==> src/rtl/snac_joy_reader.sv <==
// SNAC/DB15 serial joystick reader: clocks chained pad shift registers, debounces each
// bit per frame and muxes SNAC or USB per player. Optional combo outputs: SNAC_COMBO_EN.
module snac_joy_reader #(
  parameter int unsigned NUM_PLAYERS     = 2,
  parameter int unsigned BITS            = 12,
  parameter int unsigned CLK_DIV         = 256,
  parameter int unsigned DEBOUNCE_FRAMES = 2
) (
  input  logic                        clk_sys,
  input  logic                        reset,
  input  logic [NUM_PLAYERS-1:0]      snac_en,
  input  logic [NUM_PLAYERS*BITS-1:0] usb_joy,
  input  logic                        JOY_DATA,
  output logic                        JOY_CLK,
  output logic                        JOY_LOAD,
  output logic [NUM_PLAYERS*BITS-1:0] joy_out,
  output logic [NUM_PLAYERS*BITS-1:0] snac_raw,
`ifdef SNAC_COMBO_EN
  output logic [NUM_PLAYERS-1:0]      pause_req,
  output logic [NUM_PLAYERS-1:0]      service_req,
`endif
  output logic                        frame_valid
);

  localparam int unsigned Total = NUM_PLAYERS * BITS;
  localparam int unsigned CntW  = (CLK_DIV > 1) ? $clog2(CLK_DIV) : 1;
  localparam int unsigned BitW  = $clog2(Total + 1);
  localparam logic [2:0]  DbLast = 3'(DEBOUNCE_FRAMES - 1);

  typedef enum logic [2:0] {StIdle, StLoad, StLow, StHigh, StCommit} state_e;

  state_e                  state_q, state_d;
  logic [CntW-1:0]         cnt_q;
  logic [BitW-1:0]         bit_q, bit_d;
  logic [1:0]              sync_q;
  logic [Total-1:0]        sr_q;
  logic [Total-1:0]        frame;
  logic [Total-1:0]        raw_q, raw_d;
  logic [Total-1:0][2:0]   dbc_q, dbc_d;
  logic                    frame_valid_q;
  logic                    tick;
  logic                    commit_now;

  assign tick       = (cnt_q == CntW'(CLK_DIV - 1));
  assign commit_now = (state_q == StHigh) && tick && (bit_q == BitW'(Total - 1));

  // Synchroniser idles high so an absent pad reads as released.
  always_ff @(posedge clk_sys) begin
    if (reset) begin
      sync_q <= 2'b11;
    end else begin
      sync_q <= {sync_q[0], JOY_DATA};
    end
  end

  always_ff @(posedge clk_sys) begin
    if (reset) begin
      cnt_q         <= '0;
      state_q       <= StIdle;
      bit_q         <= '0;
      frame_valid_q <= 1'b0;
    end else begin
      cnt_q         <= tick ? '0 : cnt_q + CntW'(1);
      state_q       <= state_d;
      bit_q         <= bit_d;
      frame_valid_q <= commit_now;
    end
  end

  always_comb begin
    state_d  = state_q;
    bit_d    = bit_q;
    JOY_CLK  = 1'b0;
    JOY_LOAD = 1'b0;
    unique case (state_q)
      StIdle: begin
        if (tick) state_d = StLoad;
      end
      StLoad: begin
        JOY_LOAD = 1'b1;
        if (tick) begin
          state_d = StLow;
          bit_d   = '0;
        end
      end
      StLow: begin
        if (tick) state_d = StHigh;
      end
      StHigh: begin
        JOY_CLK = 1'b1;
        if (tick) begin
          if (bit_q == BitW'(Total - 1)) begin
            state_d = StCommit;
          end else begin
            bit_d   = bit_q + BitW'(1);
            state_d = StLow;
          end
        end
      end
      StCommit: begin
        if (tick) state_d = StIdle;
      end
      default: state_d = StIdle;
    endcase
  end

  // Sample on the final cycle of LOW; pad data is active-low.
  always_ff @(posedge clk_sys) begin
    if (reset) begin
      sr_q <= '0;
    end else if ((state_q == StLow) && tick) begin
      sr_q <= {sr_q[Total-2:0], ~sync_q[1]};
    end
  end

  // Samples arrive player 0 first, MSB first, so only the player order is reversed.
  always_comb begin
    frame = '0;
    for (int unsigned p = 0; p < NUM_PLAYERS; p++) begin
      for (int unsigned b = 0; b < BITS; b++) begin
        frame[p*BITS + b] = sr_q[(NUM_PLAYERS - 1 - p)*BITS + b];
      end
    end
  end

  always_comb begin
    raw_d = raw_q;
    dbc_d = dbc_q;
    if (commit_now) begin
      for (int unsigned i = 0; i < Total; i++) begin
        if (frame[i] == raw_q[i]) begin
          dbc_d[i] = 3'd0;
        end else if (dbc_q[i] == DbLast) begin
          raw_d[i] = frame[i];
          dbc_d[i] = 3'd0;
        end else begin
          dbc_d[i] = dbc_q[i] + 3'd1;
        end
      end
    end
  end

  always_ff @(posedge clk_sys) begin
    if (reset) begin
      raw_q <= '0;
      dbc_q <= '0;
    end else begin
      raw_q <= raw_d;
      dbc_q <= dbc_d;
    end
  end

  assign snac_raw    = raw_q;
  assign frame_valid = frame_valid_q;

`ifdef SNAC_COMBO_EN
  logic [NUM_PLAYERS-1:0] pause_q, service_q;

  always_ff @(posedge clk_sys) begin
    if (reset) begin
      pause_q   <= '0;
      service_q <= '0;
    end else begin
      for (int unsigned p = 0; p < NUM_PLAYERS; p++) begin
        pause_q[p]   <= snac_en[p] & raw_q[p*BITS + 11] & raw_q[p*BITS + 4];
        service_q[p] <= snac_en[p] & raw_q[p*BITS + 11] & raw_q[p*BITS + 5];
      end
    end
  end

  assign pause_req   = pause_q;
  assign service_req = service_q;
`endif

  always_comb begin
    joy_out = usb_joy;
    for (int unsigned p = 0; p < NUM_PLAYERS; p++) begin
      if (snac_en[p]) joy_out[p*BITS +: BITS] = raw_q[p*BITS +: BITS];
`ifdef SNAC_COMBO_EN
      // Combo buttons are consumed by the combo and hidden from the core.
      if (pause_q[p] || service_q[p]) begin
        joy_out[p*BITS + 11] = 1'b0;
        joy_out[p*BITS + 4]  = 1'b0;
        joy_out[p*BITS + 5]  = 1'b0;
      end
`endif
    end
  end

endmodule

==> config.mk <==
export PLATFORM = sky130hd
export DESIGN_NAME = snac_joy_reader
export DESIGN_NICKNAME = d
export VERILOG_FILES = /design/src/rtl/snac_joy_reader.sv
export SDC_FILE = /design/constraint.sdc
export NUM_CORES = 1
export LEC_CHECK = 0
export CAP_MARGIN = 10
export CORE_MARGIN = 2
export CORE_UTILIZATION = 37
export DETAILED_ROUTE_END_ITERATION = 7
export GPL_ROUTABILITY_DRIVEN = 0
export SETUP_SLACK_MARGIN = 0.4
export SLEW_MARGIN = 25
export SYNTH_ARGS = -nofsm -noshare
export SYNTH_HDL_FRONTEND = slang
export SYNTH_SLANG_ARGS = --single-unit
==> constraint.sdc <==
create_clock -name clk_sys -period 2.4 [get_ports clk_sys]
set_clock_uncertainty 0.15 [all_clocks]
set_input_delay 0.48 -clock clk_sys [delete_from_list [all_inputs] [get_ports clk_sys]]
set_output_delay 0.48 -clock clk_sys [all_outputs]
set_load 0.005 [all_outputs]
### After elaboration in Yosys (flattened, before gate mapping)

Index checks and enable logic that the tools add are counted.

* $add $sub $neg: 26
* eq/ne operators: 60
* multiplexer cells: 63
* bitwise gates (word level): 25
* reduce and logical (&&, ||, !) cells: 32

Operators with widths (number)
* 3-bit two-way mux: 54
* 3-bit by 1-bit == test with 1-bit output (second input constant): 25
* 3-bit by 1-bit adder with 3-bit output (second input constant): 24
* 3-bit AND reduction: 24
* 1-bit inverter: 25
* 1-bit == test: 24
* 12-bit two-way mux: 2
* 5-bit two-way mux: 3
* 3-bit one-hot mux with 5 select lines: 1
* 2-bit != test (second input constant): 6
* 5-bit one-hot mux with 2 select lines: 1
* 8-bit by 1-bit adder with 8-bit output (second input constant): 1
* 8-bit == test (second input constant): 1
* 3-bit by 2-bit == test with 1-bit output (second input constant): 2
* 5-bit by 1-bit adder with 5-bit output (second input constant): 1
* 5-bit == test (second input constant): 1
* 5-bit AND reduction: 1
* 4-bit AND reduction: 1
* 3-bit == test (second input constant): 1
* 1-bit logical AND: 3
* 3-bit logical NOT: 1
* 1-bit two-way mux: 2
* 2-bit nonzero test: 1
* 2-bit OR reduction: 1

* register bits: 139
* input port bits: 29
* output and inout bits: 51
* logic and storage cells: 260

### Longest topological paths before layout

* depth after elaboration: 4
* gate-level depth with buffers: 9
* gate-level depth less buffers: 5

### Least setup slack after synthesis

OpenSTA, ideal clock, no wires.

* path type: reg2reg
* start point: register cnt_q[0]
* end point: register dbc_q[44] (netlist bit)
* library setup time: 74 ps
* arrival time: 2149 ps
* data required time: 2176 ps
* path slack: 26 ps
* stages on the path, launching flop included: 8
* buffers on the path: 2
* period minus slack after synthesis: 2374 ps
* cell sequence: dfxtp_1 ha_1 nand3_1 or4_1 buf_4 buf_6 or4_1 a31oi_1

* word-level cells in the longest chain between the ends: 3

Ends and longest elaborated chain
* start, declared: line 33 `logic [CntW-1:0] cnt_q;`
* start signal, assigned: line 63 `cnt_q <= tick ? '0 : cnt_q + CntW'(1);`
* 8-bit == test: line 44 `assign tick = (cnt_q == CntW'(CLK_DIV - 1));`
* 1-bit logical AND (2 in a row): line 45 `assign commit_now = (state_q == StHigh) && tick && (bit_q == BitW'(Total - 1));`
* end signal, assigned: line 146 `dbc_q <= '0;`
* end signal, assigned: line 149 `dbc_q <= dbc_d;`
* end, declared: line 39 `logic [Total-1:0][2:0] dbc_q, dbc_d;`

No other way between the ends.
A chain may end at the register's enable or synchronous reset.

### Worst setup path after layout

* start point: register bit_q[0]
* end point: register dbc_q[14] (netlist bit)

* word-level cells in the longest chain between the ends: 2

Ends and longest elaborated chain
* start, declared: line 34 `logic [BitW-1:0] bit_q, bit_d;`
* start signal, assigned: line 65 `bit_q <= bit_d;`
* 5-bit == test: line 45
* 1-bit logical AND: line 45

No other way between the ends.

==> summary.txt <==
Reg-to-Reg Start -> bit_q[0]$_SDFFE_PP0P_
CP Max Fanout -> 11
placed inst area -> 0.00771 mm^2
Die X -> 137 um
Remaining DRCs -> 0
pin count of the biggest net entering global routing -> 105
PD cells -> 576 mW/mm^2
Startpoint Class -> flip-flop
Synth Instances -> 774
Yosys top cell area share -> 42.8%
Highest Clock Rate -> 440 MHz
Tmin final -> 2270 ps
I/O pin count -> 80
met1 GRT Util -> 25.9%
prevailing post-synth register cell -> dfxtp_1
initial antenna violation count -> 0
Worst slew margin -> 58.4%
total gr overflow -> 0
Slew Limit Fails -> 0
PortBufs -> 79
Setup WS pre-CTS -> -166 ps
switching share of total power -> 20.1%
Worst-Skew Late Latency -> 420 ps
footprint of the multi-input gates -> 0.00379 mm^2
post-synthesis sequential area ratio -> 42.8%
R2R cell count -> 6
vias per cell -> 5.38
routed length per instance -> 16.1 um
Leak -> 0.00327 uW
combinational power share -> 3.7%
worst setup margin -> 125 ps
HPWL after DPL -> 8640 um
syn_nets -> 805
first-pass GRT wire length -> 28300 um
vias in the first global route -> 5460
Synth Register Bits -> 139
synthesized area per cell -> 8.40 um^2
Max VDD drop -> 0.518 mV
Routed Antenna Nets -> 0
max cap viols -> 0
CTS tree -> built
Final Cycle Share -> 94.8%
top cells by count, synth -> dfxtp_1, a21oi_1, nand2_1
Rows -> 48
GRT met2 Usage -> 31.1%
end-of-flow core utilization -> 54.5%
P_sw -> 1090 uW
FF-to-FF End -> dbc_q[14]$_SDFFE_PP0N_
unrepaired setup endpoints after global routing -> true
CTS max path bufs -> 2
yosys warns -> 0
vias post-DR -> 6094
setup tns final -> 0 ps
H-tree levels -> 4
cell taking the most area after synthesis -> dfxtp_1
Die ar. -> 0.0186 mm^2
WL final -> 18300 um
core area -> 0.0172 mm^2
Tot GR Track Use -> 19.2%
cell with the most instances after synthesis -> dfxtp_1
Sequential Power Share -> 42.8%
Synth area leaders -> dfxtp_1, a21oi_1, nand2_1, mux2_2, nor2_1
crit path to -> dbc_q[14]$_SDFFE_PP0N_
critical path arrival -> 2450 ps
met3 Use GR -> 3.56%
status -> complete, no violations
Filler Cell Count -> 1488
worst hold-check path type -> reg2reg
Yosys cell types -> 40
final hold viol count -> 0
Worst R2R Setup Slack -> 130 ps
clock share of power -> 53.5%
Post-synth ARST share -> 0%
Nets -> 925
Final setup viols -> 0
share of cells above drive strength 1 -> 24.1%
area delta synth->final -> 44.5%
Internal -> 4320 uW
Die Y -> 137 um
Overall Power -> 5410 uW
GR peak layer -> met2
CP Launch Point -> bit_q[0]$_SDFFE_PP0P_
register area -> 0.00283 mm^2
clock sink total -> 139
final instance area -> 0.00939 mm^2
CP Capture Type -> flip-flop
# diodes -> 0
Post-Syn Area -> 0.00650 mm^2
EDFF count, synth -> 0
Hold-fix buffers, CTS -> 0
initial core utilization -> 37.7%
Worst-Margin Slew -> 619 ps
Crit Path Class -> reg2reg
Root Driver -> clkbuf_16
First-pass DRT Iterations -> 5
Worst EP required -> 2580 ps
Initial DRC Count -> 394
Reg clk slew, reported paths -> 60 ps
total CTS buffers -> 17
[state kept, by name, indices dropped and copies added, names as in the netlist]
signal	cells
state_q	3
sr_q	24
frame_valid	1
snac_raw	24
sync_q	2
bit_q	5
dbc_q	72
cnt_q	8
[cell type report]
cell class	instances	share of cell area, %
Clock inverter	10	1.97
Inverter	4	0.160
Sequential cell	139	30.1
Timing Repair Buffer	145	19.4
Multi-Input combinational cell	587	40.4
Tap cell	225	3.00
Clock buffer	22	4.94
[cells in the final DEF (no fill, tap or decap), drive strengths merged, types with 2 or more instances in the layout]
master / n
a21oi: 93
a31o: 8
a31oi: 14
a41o: 11
and3: 2
buf: 62
bufinv: 5
clkbuf: 37
clkdlybuf4s15: 14
clkdlybuf4s50: 47
clkinv: 2
dfxtp: 139
dlygate4sd2: 5
ha: 2
inv: 6
mux2: 24
mux2i: 23
nand2: 89
nand2b: 3
nand3: 27
nand3b: 26
nand4: 16
nand4b: 3
nor2: 71
nor3: 13
nor3b: 25
nor4: 3
o21ai: 51
or2: 2
or3: 25
or4: 18
xnor2: 28
xor2: 3
[critical path: stages (launching register included)]
cell and delay, ps:
dfxtp_2 350, ha_4 130, nand4b_1 120, or4_4 620
buf_16 200, or3_1 400, a21oi_1 200
[cell families after synthesis]
| group | synth area share (%) |
|---|---|
| simple gates | 26.0 |
| flops | 42.8 |
| mux | 7.70 |
| buf+inv | 3.10 |
| xor+xnor | 4.18 |
| fa+ha+maj | 0.385 |
| compound gates | 15.8 |
[power by group through the flow]
stage               Clock [uW]  Combinational (uW)  Sequential [uW]
global placement             0                 199             2370
detailed placement           0                 200             2370
global route              3050                 215             2320
finish                    2900                 198             2320
floorplan                    0                81.9             2370
CTS                       2950                 204             2320
[per-layer routing]
| metal | wire length, um | share of wire, % | up-vias |
|---|---|---|---|
| met5 | 0 | 0 | - |
| met4 | 240 | 1.3 | 0 |
| met3 | 580 | 3.2 | 18 |
| met2 | 8710 | 48 | 93 |
| met1 | 8730 | 48 | 2936 |
| li1 | - | - | 3047 |
[worst min path at each step]
stage                         startpoint                    to  slack, ps  cells past startpoint
global route        sync_q[1]$_SDFF_PP1_  sr_q[0]$_SDFFE_PP0P_        310                      1
CTS                 sync_q[1]$_SDFF_PP1_  sr_q[0]$_SDFFE_PP0P_        260                      1
global placement    sync_q[1]$_SDFF_PP1_  sr_q[0]$_SDFFE_PP0P_        250                      1
finish              sync_q[0]$_SDFF_PP1_  sync_q[1]$_SDFF_PP1_        280                      1
detailed placement  sync_q[1]$_SDFF_PP1_  sr_q[0]$_SDFFE_PP0P_        260                      1
floorplan           sync_q[0]$_SDFF_PP1_  sync_q[1]$_SDFF_PP1_        240                      1
[metrics by stage]
| step | hold WS (ps) | std cells |
|---|---|---|
| floorplan | 239 | 774 |
| global placement | 246 | 1050 |
| detailed placement | 262 | 1050 |
| CTS | 265 | 1118 |
| global route | 307 | 1132 |
| finish | 282 | 1132 |
[what timing repair did]
item | CTS | global route
resized for setup | 126 | 65
endpoints found under the hold margin | 0 | 0
gates cloned | 17 | 5
buffers inserted | 19 | 9
pin swaps | 31 | 41
setup endpoints to repair | 120 | 124
(Power assumes the default switching activity.)
